## src/rtl/rvx10_uart_mmio.sv

```systemverilog
// rvx10_uart_mmio: store-driven UART transmitter for the RVX10 data-memory bus.
// Bytes written to TXDATA are queued in a small FIFO and sent as 8N1 frames,
// LSB first. STATUS reports busy/full/empty/overflow and the FIFO fill level.
// Register reads are combinational so the core can mux them with dmem data.
module rvx10_uart_mmio #(
  parameter logic [31:0] BASE_ADDR    = 32'hFFFF_0000,
  parameter int          CLKS_PER_BIT = 16,
  parameter int          FIFO_DEPTH   = 4
) (
  input  logic        clk,
  input  logic        reset,
  input  logic        MemWrite,
  input  logic [31:0] ALUResult,
  input  logic [31:0] WriteData,
  output logic [31:0] ReadData,
  output logic        MmioHit,
  output logic        tx
);

  localparam int BAUD_W = $clog2(CLKS_PER_BIT);
  localparam int PTR_W  = $clog2(FIFO_DEPTH);
  localparam int CNT_W  = $clog2(FIFO_DEPTH + 1);

  localparam logic [BAUD_W-1:0] BAUD_LAST = BAUD_W'(CLKS_PER_BIT - 1);
  localparam logic [CNT_W-1:0]  CNT_FULL  = CNT_W'(FIFO_DEPTH);

  typedef enum logic [1:0] {
    ST_IDLE  = 2'd0,
    ST_START = 2'd1,
    ST_DATA  = 2'd2,
    ST_STOP  = 2'd3
  } state_t;

  // FIFO storage and bookkeeping
  logic [7:0]       fifo_mem [FIFO_DEPTH];
  logic [PTR_W-1:0] wr_ptr_q;
  logic [PTR_W-1:0] rd_ptr_q;
  logic [CNT_W-1:0] count_q;
  logic [CNT_W-1:0] count_d;
  logic             ovf_q;

  // Serializer state
  state_t           state_q;
  logic [7:0]       shift_q;
  logic [BAUD_W-1:0] baud_q;
  logic [2:0]       bit_idx_q;
  logic             tx_q;

  // Bus decode and FIFO handshakes
  logic       sel_status;
  logic       push;
  logic       push_ok;
  logic       pop;
  logic       ovf_clr;
  logic       fifo_empty;
  logic       fifo_full;
  logic       busy;
  logic       baud_done;
  logic [7:0] head_byte;

  // Byte lanes and sub-word address bits the register map never looks at
  logic unused_bits;
  assign unused_bits = ^{ALUResult[1:0], WriteData[31:8]};

  assign MmioHit    = (ALUResult[31:3] == BASE_ADDR[31:3]);
  assign sel_status = ALUResult[2];
  assign push       = MemWrite & MmioHit & ~sel_status;
  assign ovf_clr    = MemWrite & MmioHit &  sel_status;

  assign fifo_empty = (count_q == '0);
  assign fifo_full  = (count_q == CNT_FULL);
  assign busy       = (state_q != ST_IDLE);

  // The serializer drains the head only while idle; a pop frees a slot in the
  // same cycle, so a push into a full FIFO is still accepted then.
  assign pop       = (state_q == ST_IDLE) & ~fifo_empty;
  assign push_ok   = push & (~fifo_full | pop);
  assign head_byte = fifo_mem[rd_ptr_q];
  assign baud_done = (baud_q == BAUD_LAST);

  // Next fill level: push and pop together leave it unchanged
  always_comb begin
    count_d = count_q;
    if (push_ok && !pop) begin
      count_d = count_q + CNT_W'(1);
    end else if (!push_ok && pop) begin
      count_d = count_q - CNT_W'(1);
    end
  end

  // FIFO data array; contents are don't-care until written, so no reset
  always_ff @(posedge clk) begin
    if (push_ok) begin
      fifo_mem[wr_ptr_q] <= WriteData[7:0];
    end
  end

  // FIFO pointers, fill level and sticky overflow flag
  always_ff @(posedge clk) begin
    if (reset) begin
      wr_ptr_q <= '0;
      rd_ptr_q <= '0;
      count_q  <= '0;
      ovf_q    <= 1'b0;
    end else begin
      if (push_ok) begin
        wr_ptr_q <= wr_ptr_q + PTR_W'(1);
      end
      if (pop) begin
        rd_ptr_q <= rd_ptr_q + PTR_W'(1);
      end
      count_q <= count_d;
      if (push && !push_ok) begin
        ovf_q <= 1'b1;
      end else if (ovf_clr) begin
        ovf_q <= 1'b0;
      end
    end
  end

  // 8N1 frame sequencer with a registered serial output
  always_ff @(posedge clk) begin
    if (reset) begin
      state_q   <= ST_IDLE;
      shift_q   <= '0;
      baud_q    <= '0;
      bit_idx_q <= '0;
      tx_q      <= 1'b1;
    end else begin
      case (state_q)
        ST_IDLE: begin
          tx_q      <= 1'b1;
          baud_q    <= '0;
          bit_idx_q <= '0;
          if (pop) begin
            shift_q <= head_byte;
            tx_q    <= 1'b0;
            state_q <= ST_START;
          end
        end
        ST_START: begin
          if (baud_done) begin
            baud_q    <= '0;
            bit_idx_q <= '0;
            tx_q      <= shift_q[0];
            state_q   <= ST_DATA;
          end else begin
            baud_q <= baud_q + BAUD_W'(1);
          end
        end
        ST_DATA: begin
          if (baud_done) begin
            baud_q <= '0;
            if (bit_idx_q == 3'd7) begin
              tx_q    <= 1'b1;
              state_q <= ST_STOP;
            end else begin
              bit_idx_q <= bit_idx_q + 3'd1;
              shift_q   <= {1'b0, shift_q[7:1]};
              tx_q      <= shift_q[1];
            end
          end else begin
            baud_q <= baud_q + BAUD_W'(1);
          end
        end
        ST_STOP: begin
          if (baud_done) begin
            baud_q  <= '0;
            tx_q    <= 1'b1;
            state_q <= ST_IDLE;
          end else begin
            baud_q <= baud_q + BAUD_W'(1);
          end
        end
        default: begin
          tx_q    <= 1'b1;
          baud_q  <= '0;
          state_q <= ST_IDLE;
        end
      endcase
    end
  end

  assign tx = tx_q;

  // Register read mux; TXDATA and non-hit accesses read as zero
  always_comb begin
    ReadData = '0;
    if (MmioHit && sel_status) begin
      ReadData[0]          = busy;
      ReadData[1]          = fifo_full;
      ReadData[2]          = fifo_empty;
      ReadData[3]          = ovf_q;
      ReadData[8 +: CNT_W] = count_q;
    end
  end

endmodule

```

## config.mk

```make
export PLATFORM = sky130hd
export DESIGN_NAME = rvx10_uart_mmio
export DESIGN_NICKNAME = d
export VERILOG_FILES = /design/src/rtl/rvx10_uart_mmio.sv
export SDC_FILE = /design/constraint.sdc
export NUM_CORES = 1
export LEC_CHECK = 0
export CORE_ASPECT_RATIO = 1.2
export CORE_MARGIN = 2
export CORE_UTILIZATION = 49
export DETAILED_ROUTE_END_ITERATION = 10
export PLACE_DENSITY_LB_ADDON = 0.2
export SLEW_MARGIN = 5
export SYNTH_ARGS = -nofsm -noshare
export SYNTH_HDL_FRONTEND = slang
export SYNTH_SLANG_ARGS = --single-unit
```

## constraint.sdc

```tcl
create_clock -name clk -period 9.8 [get_ports clk]
set_input_delay 2.94 -clock clk [delete_from_list [all_inputs] [get_ports clk]]
set_output_delay 2.94 -clock clk [all_outputs]
set_load 0.01 [all_outputs]
```

==> run summary, run 1 <==
Status - finished clean
Clk sink count - 60
Die Ht - 88.2 um
Util after Layout - 63.3%
Post-route ant nets - 0
Mapped Area - 0.00290 mm^2
Rows - 30
Hold path cells - 1
Drt via density - 5.12
Pleak - 1.34 nW
Max cap viols - 0
Critical Path Max Stage Delay - 0.59 ns
Worst slew pin tran - 0.994 ns
I/O Pins - 101
DR WL/cell - 13.6 um
Post_cts resized - 0
#FFs+latches synth - 60
Flop pwr share - 39.4%
Detailed Route WL - 5210 um
Die width - 74.2 um
CTS tree - done
Worst reg2reg path depth - 11
Fraction of final layout cells sized beyond drive strength 1 - 9.57%
Switching share of power - 31.4%
R2R setup slack - 7.01 ns
Max_slew headroom - 33.5%
CTS buffer count - 9
Internal - 0.000578 W
Post-synth ARST share - 0%
CTS Hold Buffers Added - 0
Critical path startpoint category - input port
Area growth syn-to-layout - 23.9%
Post-DP HPWL - 3630 um
CTS root buf - clkbuf_8
Routability cong. - 0.783
Seq/Total Area, Yosys - 52.5%
First-pass GRT wire length - 8160 um
DR iter-0 viols - 136
Worst Path Arrival - 5.23 ns
Worst path most repeated cell - clkdlybuf4s50_1
Clock Pin Slew Worst Setup and Hold Paths - 0.06 ns
Initial Utilization - 51.1%
N_diodes - 0
Period utilization - 83.3%
Most frequent cell after synthesis - edfxtp_1
Setup Fix Bufs, Post-CTS - 0
Drt pass-1 iters - 4
Hold WC Path Type - register to register
Top cell type's share of synthesized area - 33.2%
Worst Hold End - baud_q[0]
YS warnings - 0
Clock Latency Late Sink - 0.33 ns
Final hold violation count - 0
Mapped Cells - 249
Clock tree buffer depth - 2
Slowest CP cell - clkdlybuf4s50_1
Final Max Tran Viols - 0
Worst VDD drop - 0.123 mV
Unrepaired setup endpoints after global routing - no
Fmax - 122 MHz
Vias in the first global route - 1,783
Mapped Avg Cell Area - 11.6 um^2
Clock skew - 0.00663 ns
Final setup fails - 0
Overflow after GRT - 0
Nets - 378
Critical path class - input port to primary output
Period minus WS final - 8.17 ns
DRC - 0
PD cells - 235 mW/mm^2
Largest area contributor in the netlist - edfxtp_1
Largest delay contributor family on the critical path - simple AND/OR/NAND/NOR gates
Worst hold start - baud_q[0]
Die Area - 0.00654 mm^2
Crit end category - primary output
Gr usage total - 17.0%
Core footprint - 0.00567 mm^2
Clock share of power - 31.5%
Initial antenna violation count - 0
Synth cell types - 45
Filler cells - 447
Origin of the critical flop-to-flop path - state_q[0]
Worst R2R End - count_q[2]
Switching power total - 0.000264 W
Post-synth top cells - edfxtp_1 (32), dfxtp_1 (28), buf_4 (25), nor2_1 (23), nand2_1 (16)
Synth Flop Type - edfxtp_1
Bufs and invs on worst path - 2
Synth area leaders - edfxtp_1 (33%), dfxtp_1 (19%), buf_4 (6.5%)
Via count - 1,960
Setup Total Neg Slack - 0 ns
H-tree depth - 3
Power share of the combinational group - 29.1%
Critical Path RT - 6.86 ns
CP cell instances - clkdlybuf4s50_1 > or4_4 > nor3b_1 > nand4_1 > nor4_1 > clkdlybuf4s50_1
Port bufs - 49
Largest net degree at the start of global routing - 27
CP max FO - 4
EDFF count, synth - 32
==> flip-flops by register name, indices dropped and copies added, names as in the netlist, named ones only <==
name and cells:
tx 1, rd_ptr_q 2, baud_q 4, bit_idx_q 3, ovf_q 1, wr_ptr_q 2
fifo_mem 32, count_q 3, shift_q 8, state_q 2
==> how the worst max path moves through the flow <==
stage	start	end	slack (ns)	depth (start not counted)
3_3_place_gp	ALUResult[11]	ReadData[2]	1.69	6
4_1_cts	ALUResult[11]	ReadData[1]	1.62	6
5_1_grt	ALUResult[11]	ReadData[1]	1.44	6
3_5_place_dp	ALUResult[11]	ReadData[1]	1.63	6
2_1_floorplan	ALUResult[11]	ReadData[1]	2.61	4
6_report	ALUResult[11]	ReadData[1]	1.63	6
==> logic make-up (layout without fill, tap and decap cells) <==
group	Yosys count	count (layout)	synth area share, %
other	1	25	0.130
AOI/OAI and AO/OA	31	31	7.52
adders and majority gates	13	13	5.88
buffers and inverters	42	72	8.77
and+or+nand+nor	85	85	16.1
xor gates and xnor gates	6	6	1.82
muxes	11	11	7.26
DFF	60	60	52.5
==> routing by layer <==
metal,track usage (%),up-vias,part of all wire [%]
met5,0,-,0
met4,7.44,0,1.8
met3,6.21,9,5.1
met2,26.5,58,50
met1,21.1,921,43
li1,-,972,-
==> stage by stage <==
stage	std cells	area, um^2	total power, W	setup WS, ns	hold slack, ns
6_report	383	3590	0.000843	1.63	0.455
3_3_place_gp	367	3350	0.000575	1.69	0.433
2_1_floorplan	273	2990	0.000530	2.61	0.418
4_1_cts	383	3590	0.000848	1.62	0.455
3_5_place_dp	367	3350	0.000578	1.63	0.440
5_1_grt	383	3590	0.000899	1.44	0.476
==> cells in the final DEF, fill, tap and decap left out, drive strengths merged, types with 3 or more instances in the layout <==
| master | count |
|---|---|
| mux4 | 8 |
| o21ai | 5 |
| bufinv | 3 |
| and2 | 4 |
| edfxtp | 32 |
| clkbuf | 9 |
| and3 | 6 |
| dfxtp | 28 |
| mux2i | 3 |
| nand4 | 6 |
| nor3 | 5 |
| clkinv | 3 |
| o31ai | 3 |
| conb | 25 |
| inv | 7 |
| nand3 | 5 |
| a311oi | 8 |
| xor2 | 5 |
| nor2 | 23 |
| ha | 12 |
| a21oi | 7 |
| nor4 | 4 |
| clkdlybuf4s50 | 49 |
| nand2 | 16 |
==> power by group through the flow <==
stage               Combinational, W  Sequential, W  Clock (W)
finish                      0.000245       0.000332   0.000266
global route                0.000277       0.000338   0.000284
CTS                         0.000244       0.000332   0.000272
detailed placement          0.000241       0.000337          0
global placement            0.000239       0.000336          0
floorplan                   0.000210       0.000320          0
==> area by class of cell <==
type / instances / area (um^2) / area share, %
multi-input combinational: 171 / 1210 / 33.7
clock inverter: 7 / 115 / 3.21
tap: 80 / 100 / 2.79
clock buffer: 9 / 124 / 3.45
sequential: 60 / 1520 / 42.4
timing repair buffer: 49 / 490 / 13.7
inverter: 7 / 26.3 / 0.732
(Power assumes the default switching activity.)
==> run 2, diff against run 1 <==
CORE_UTILIZATION = 41   (was 49)
clock period = 6.7 ns   (was 9.8 ns; I/O delays follow)
==> run 2 against run 1 <==
Worst setup slack worse by 1.2 ns. Clock-buffer cell count is 1 higher. Global-route usage fell by 2.6 points. Power rose by 37%. First-iteration DRC count down 14%. Critical path type unchanged. Critical endpoint unchanged. Largest cell class unchanged.
==> run summary, run 2 (synthesis gave the netlist of run 1 again) <==
Top reg by flops - fifo_mem
Most frequent cells in the layout - clkdlybuf4s50_1 (49), edfxtp_1 (32), dfxtp_1 (28)
Post-route ant nets - 0 (unchanged)
CTS buffer count - 9 (unchanged)
Clock Pin Slew Worst Setup and Hold Paths - 0.07 ns (about the same)
Post_cts resized - 0 (unchanged)
Drt pass-1 iters - 4 (unchanged)
Drt via density - 4.97 (-2.9%)
Largest delay contributor family on the critical path - simple AND/OR/NAND/NOR gates
Nets - 378 (unchanged)
Slowest CP cell - clkdlybuf4s50_1
Origin of the critical flop-to-flop path - state_q[0]
DR iter-0 viols - 117 (-14%)
Die width - 80.7 um (+8.8%)
First-pass GRT wire length - 8300 um (+1.8%)
Hold WS - 0.449 ns (-0.00622 ns)
Worst path most repeated cell - clkdlybuf4s50_1
R2R setup slack - 3.90 ns (-3.11 ns)
I/O Pins - 101 (unchanged)
Unrepaired setup endpoints after global routing - no
Hold path cells - 1 (unchanged)
Post-DP HPWL - 3720 um (+2.5%)
Crit end category - primary output
N_diodes - 0 (unchanged)
Clock skew - 0.0100 ns (+0.00340 ns)
Clk sink count - 60 (unchanged)
Post-Place Cells - 374 (+1.9%)
Largest net degree at the start of global routing - 27 (unchanged)
Most common cell after layout, fill and taps aside - clkdlybuf4s50_1
Die Area - 0.00775 mm^2 (+19%)
Hold WC Path Type - register to register
Worst slew pin tran - 0.977 ns (-0.0172 ns)
Setup Total Neg Slack - 0 ns (unchanged)
Max reg flops - 32 (unchanged)
Worst VDD drop - 0.212 mV (+73%)
CTS root buf - clkbuf_8
Final hold violation count - 0 (unchanged)
Critical Path Max Stage Delay - 0.59 ns (about the same)
Status - finished clean
Max cap viols - 0 (unchanged)
Setup Fix Bufs, Post-CTS - 0 (unchanged)
Area growth syn-to-layout - 22.6%
Worst Hold End - baud_q[0]
Worst Path Arrival - 4.25 ns (-0.98 ns)
Routability cong. - 0.714 (-8.8%)
Critical Path RT - 4.69 ns (-2.17 ns)
CTS Hold Buffers Added - 0 (unchanged)
CP cell instances - clkdlybuf4s50_1 > or4_4 > nor3b_1 > nand4_1 > nor4_1 > clkdlybuf4s50_1
Bufs and invs on worst path - 2 (unchanged)
Core footprint - 0.00685 mm^2 (+21%)
Final setup fails - 0 (unchanged)
DRC - 0 (unchanged)
Rows - 33 (+10%)
Pleak - 1.32 nW (-1.7%)
Clock tree buffer depth - 2 (unchanged)
Via count - 1,938 (-1.1%)
Biggest regs - fifo_mem x32, shift_q x8, baud_q x4
Gr usage total - 14.4% (-2.6 points)
PD cells - 326 mW/mm^2 (+39%)
Fin worst setup slack - 0.437 ns (-1.20 ns)
CP max FO - 4 (unchanged)
Clock Latency Late Sink - 0.34 ns (about the same)
CTS tree - done
Period minus WS final - 6.26 ns
Non-filler cells in the finished layout - 390 (+1.8%)
Overflow after GRT - 0 (unchanged)
DR WL/cell - 13.2 um (-2.7%)
Initial antenna violation count - 0 (unchanged)
Port bufs - 49 (unchanged)
Critical path startpoint category - input port
Initial Utilization - 42.2% (-8.8 points)
Final Max Tran Viols - 0 (unchanged)
Post-Place Worst Slack - 0.430 ns (-1.20 ns)
Critical path class - input port to primary output
H-tree depth - 3 (unchanged)
Die Ht - 96.1 um (+8.9%)
Worst R2R End - count_q[2]
Period utilization - 93.5%
Vias in the first global route - 1,846 (+3.5%)
Fraction of final layout cells sized beyond drive strength 1 - 9.24% (-0.33 points)
Worst hold start - baud_q[0]
Detailed Route WL - 5170 um (-0.90%)
Max_slew headroom - 34.7% (+1.2 points)
Worst reg2reg path depth - 11 (unchanged)
Fmax - 160 MHz
[run 2: changes by cell type in the layout (fill, tap and decap cells not counted), sizes merged]
cell	previous run	this run
bufinv	3	1
inv	7	8
clkbuf	9	10
[run 2: per-stage QoR]
step | util, % | area, um^2 | total power (W)
floorplan | - | 2990 | 0.000776
global placement | 49.0 | 3360 | 0.000847
detailed placement | 49.0 | 3360 | 0.000854
CTS | 51.8 | 3550 | 0.00117
global route | 51.8 | 3550 | 0.00124
finish | 51.8 | 3550 | 0.00116
[run 2: final cells by class]
type / instances / area [um^2]
multi-input combinational: 171 / 1210
clock buffer: 10 / 128
inverter: 7 / 26.3
timing repair buffer: 49 / 490
fill: 645 / 3310
clock inverter: 6 / 63.8
tap: 87 / 109
sequential: 60 / 1520
[run 2: power by group]
| part | switching, W | leakage [nW] | total [W] | internal (W) |
|---|---|---|---|---|
| Sequential | 0.0000507 | 0.517 | 0.000485 | 0.000434 |
| Clock | 0.000144 | 0.0943 | 0.000315 | 0.000172 |
| Combinational | 0.000191 | 0.705 | 0.000357 | 0.000166 |
[run 2: how the worst max path moves through the flow]
stage	startpoint	endpoint	slack, ns	cells after the start
2_1_floorplan	ALUResult[11]	ReadData[1]	1.37	4
3_3_place_gp	ALUResult[11]	ReadData[2]	0.45	6
3_5_place_dp	ALUResult[11]	ReadData[1]	0.43	6
4_1_cts	ALUResult[11]	ReadData[2]	0.43	6
5_1_grt	ALUResult[11]	ReadData[2]	0.22	6
6_report	ALUResult[11]	ReadData[1]	0.44	6
[run 2: per-layer routing]
layer | track usage (%) | share of wire (%)
met1 | 16.3 | 41
met2 | 24.5 | 53
met3 | 4.41 | 4.4
met4 | 6.92 | 1.4
met5 | 0 | 0
==> run 3, diff against run 2 <==
CELL_PAD_IN_SITES_DETAIL_PLACEMENT = 1   (was default)
CELL_PAD_IN_SITES_GLOBAL_PLACEMENT = 1   (was default)
CORE_UTILIZATION = 31   (was 41)
==> run 3 against run 2 <==
Worst hold slack better by 0.0054 ns. Sequential power hardly changed. Via count grew 2.6%. Highest routed layer unchanged.
==> run summary, run 3 (synthesis gave the netlist of run 1 again) <==
Unrepaired setup endpoints after global routing - no
PD cells - 321 mW/mm^2 (-1.7%)
Port bufs - 49 (unchanged)
Power share of the combinational group - 31.6% (+0.8 points)
Die Area - 0.0101 mm^2 (+31%)
Clock tree buffer depth - 2 (unchanged)
Clock share of power - 26.1% (-1.2 points)
Critical path class - input port to primary output
CTS buffer count - 9 (unchanged)
Setup Total Neg Slack - 0 ns (unchanged)
DR iter-0 viols - 55 (-53%)
Via count - 1,988 (+2.6%)
CP max FO - 4 (unchanged)
Worst R2R End - count_q[2]
Detailed Route WL - 5810 um (+12%)
Post-Place Cells - 408 (+9.1%)
Core footprint - 0.00908 mm^2 (+32%)
Clock Latency Late Sink - 0.34 ns (about the same)
Max cap viols - 0 (unchanged)
Initial antenna violation count - 0 (unchanged)
Nets - 379 (+0.26%)
Worst Path Arrival - 4.22 ns (-0.03 ns)
Origin of the critical flop-to-flop path - state_q[0]
Drt pass-1 iters - 4 (unchanged)
Non-filler cells in the finished layout - 424 (+8.7%)
Routability cong. - 0.703 (-1.6%)
Top reg by flops - fifo_mem
Worst reg2reg path depth - 11 (unchanged)
Max_slew headroom - 61.2% (+27 points)
Post-Place Worst Slack - 0.449 ns (+0.0195 ns)
Fin worst setup slack - 0.469 ns (+0.0318 ns)
I/O Pins - 101 (unchanged)
Most common cell after layout, fill and taps aside - clkdlybuf4s50_1
Worst slew pin tran - 0.576 ns (-0.401 ns)
Final setup fails - 0 (unchanged)
Die width - 92.2 um (+14%)
N_diodes - 0 (unchanged)
Period minus WS final - 6.23 ns (-0.0318 ns)
Final Max Tran Viols - 0 (unchanged)
Area of placed instances - 0.00341 mm^2 (+1.5%)
Most frequent cells in the layout - clkdlybuf4s50_1 (49), edfxtp_1 (32), dfxtp_1 (28)
DRC - 0 (unchanged)
Setup Fix Bufs, Post-CTS - 0 (unchanged)
Largest net degree at the start of global routing - 27 (unchanged)
Initial Utilization - 31.9% (-10 points)
R2R setup slack - 3.87 ns (-0.03 ns)
Clk sink count - 60 (unchanged)
Critical Path RT - 4.69 ns (about the same)
Internal - 0.000739 W (-4.2%)
Gr usage total - 12.4% (-2.0 points)
Crit end category - primary output
Max reg flops - 32 (unchanged)
Worst hold start - baud_q[0]
Switching power total - 0.000412 W (+6.8%)
Hold WC Path Type - register to register
H-tree depth - 3 (unchanged)
Post_cts resized - 0 (unchanged)
Hold path cells - 1 (unchanged)
Switching share of power - 35.8% (+2.5 points)
Critical path startpoint category - input port
Period utilization - 93.0% (-0.48 points)
CTS tree - done
Crit path launch - ALUResult[11]
Final Cell Area - 0.00359 mm^2 (+1.1%)
Die Ht - 110 um (+14%)
Drt via density - 4.69 (-5.6%)
Fraction of final layout cells sized beyond drive strength 1 - 10.2% (+0.96 points)
Pleak - 1.31 nW (-0.20%)
Worst Hold End - baud_q[0]
Area growth syn-to-layout - 23.9%
DR WL/cell - 13.7 um (+3.4%)
Util after Layout - 39.5% (-12 points)
Clock skew - 0.00864 ns (-0.00138 ns)
Fmax - 160 MHz (+0.51%)
Rows - 38 (+15%)
CTS root buf - clkbuf_8
Post-DP HPWL - 4230 um (+14%)
CTS Hold Buffers Added - 0 (unchanged)
Status - finished clean
Worst VDD drop - 0.158 mV (-25%)
Overflow after GRT - 0 (unchanged)
Post-route ant nets - 0 (unchanged)
Flop pwr share - 42.3% (+0.4 points)
First-pass GRT wire length - 9640 um (+16%)
Final hold violation count - 0 (unchanged)
Vias in the first global route - 2,020 (+9.4%)
Clock Pin Slew Worst Setup and Hold Paths - 0.08 ns (about the same)
Biggest regs - fifo_mem x32, shift_q x8, baud_q x4
==> run 3: worst max-delay path, stage by stage <==
cell and delay, ns:
clkdlybuf4s50_1 0.40, or4_4 0.54, nor3b_1 0.25, nand4_1 0.22, nor4_1 0.21, clkdlybuf4s50_1 0.58
==> run 3: how the worst max path moves through the flow <==
stage                   to  slack [ns]  cells after the start
6_report       ReadData[1]        0.47                      6
5_1_grt        ReadData[2]        0.34                      6
4_1_cts        ReadData[1]        0.46                      6
3_5_place_dp   ReadData[1]        0.45                      6
3_3_place_gp   ReadData[2]        0.45                      6
2_1_floorplan  ReadData[1]        1.37                      4
==> run 3: final cells by class <==
class,count,area [um^2]
multi-input combinational,171,1210
tap,120,150
clock inverter,7,58.8
clock buffer,9,124
fill,992,5490
timing repair buffer,50,498
sequential,60,1520
inverter,7,26.3
==> run 3: stage by stage <==
step	power (W)	hold WS [ns]
global route	0.00124	0.495
CTS	0.00117	0.458
floorplan	0.000776	0.418
finish	0.00115	0.454
detailed placement	0.000865	0.439
global placement	0.000857	0.430
==> run 3: per-layer routing <==
metal | vias to the layer above | track usage [%] | share of wire, %
li1 | 973 | - | -
met1 | 952 | 14.5 | 43
met2 | 58 | 20.8 | 50
met3 | 5 | 3.91 | 5.2
met4 | 0 | 5.76 | 1.4
met5 | - | 0 | 0
==> run 3: power groups by stage <==
stage	registers [W]	clock network, W	logic, W
floorplan	0.000468	0	0.000308
global placement	0.000496	0	0.000361
detailed placement	0.000497	0	0.000368
CTS	0.000489	0.000312	0.000370
global route	0.000498	0.000327	0.000414
finish	0.000487	0.000300	0.000364
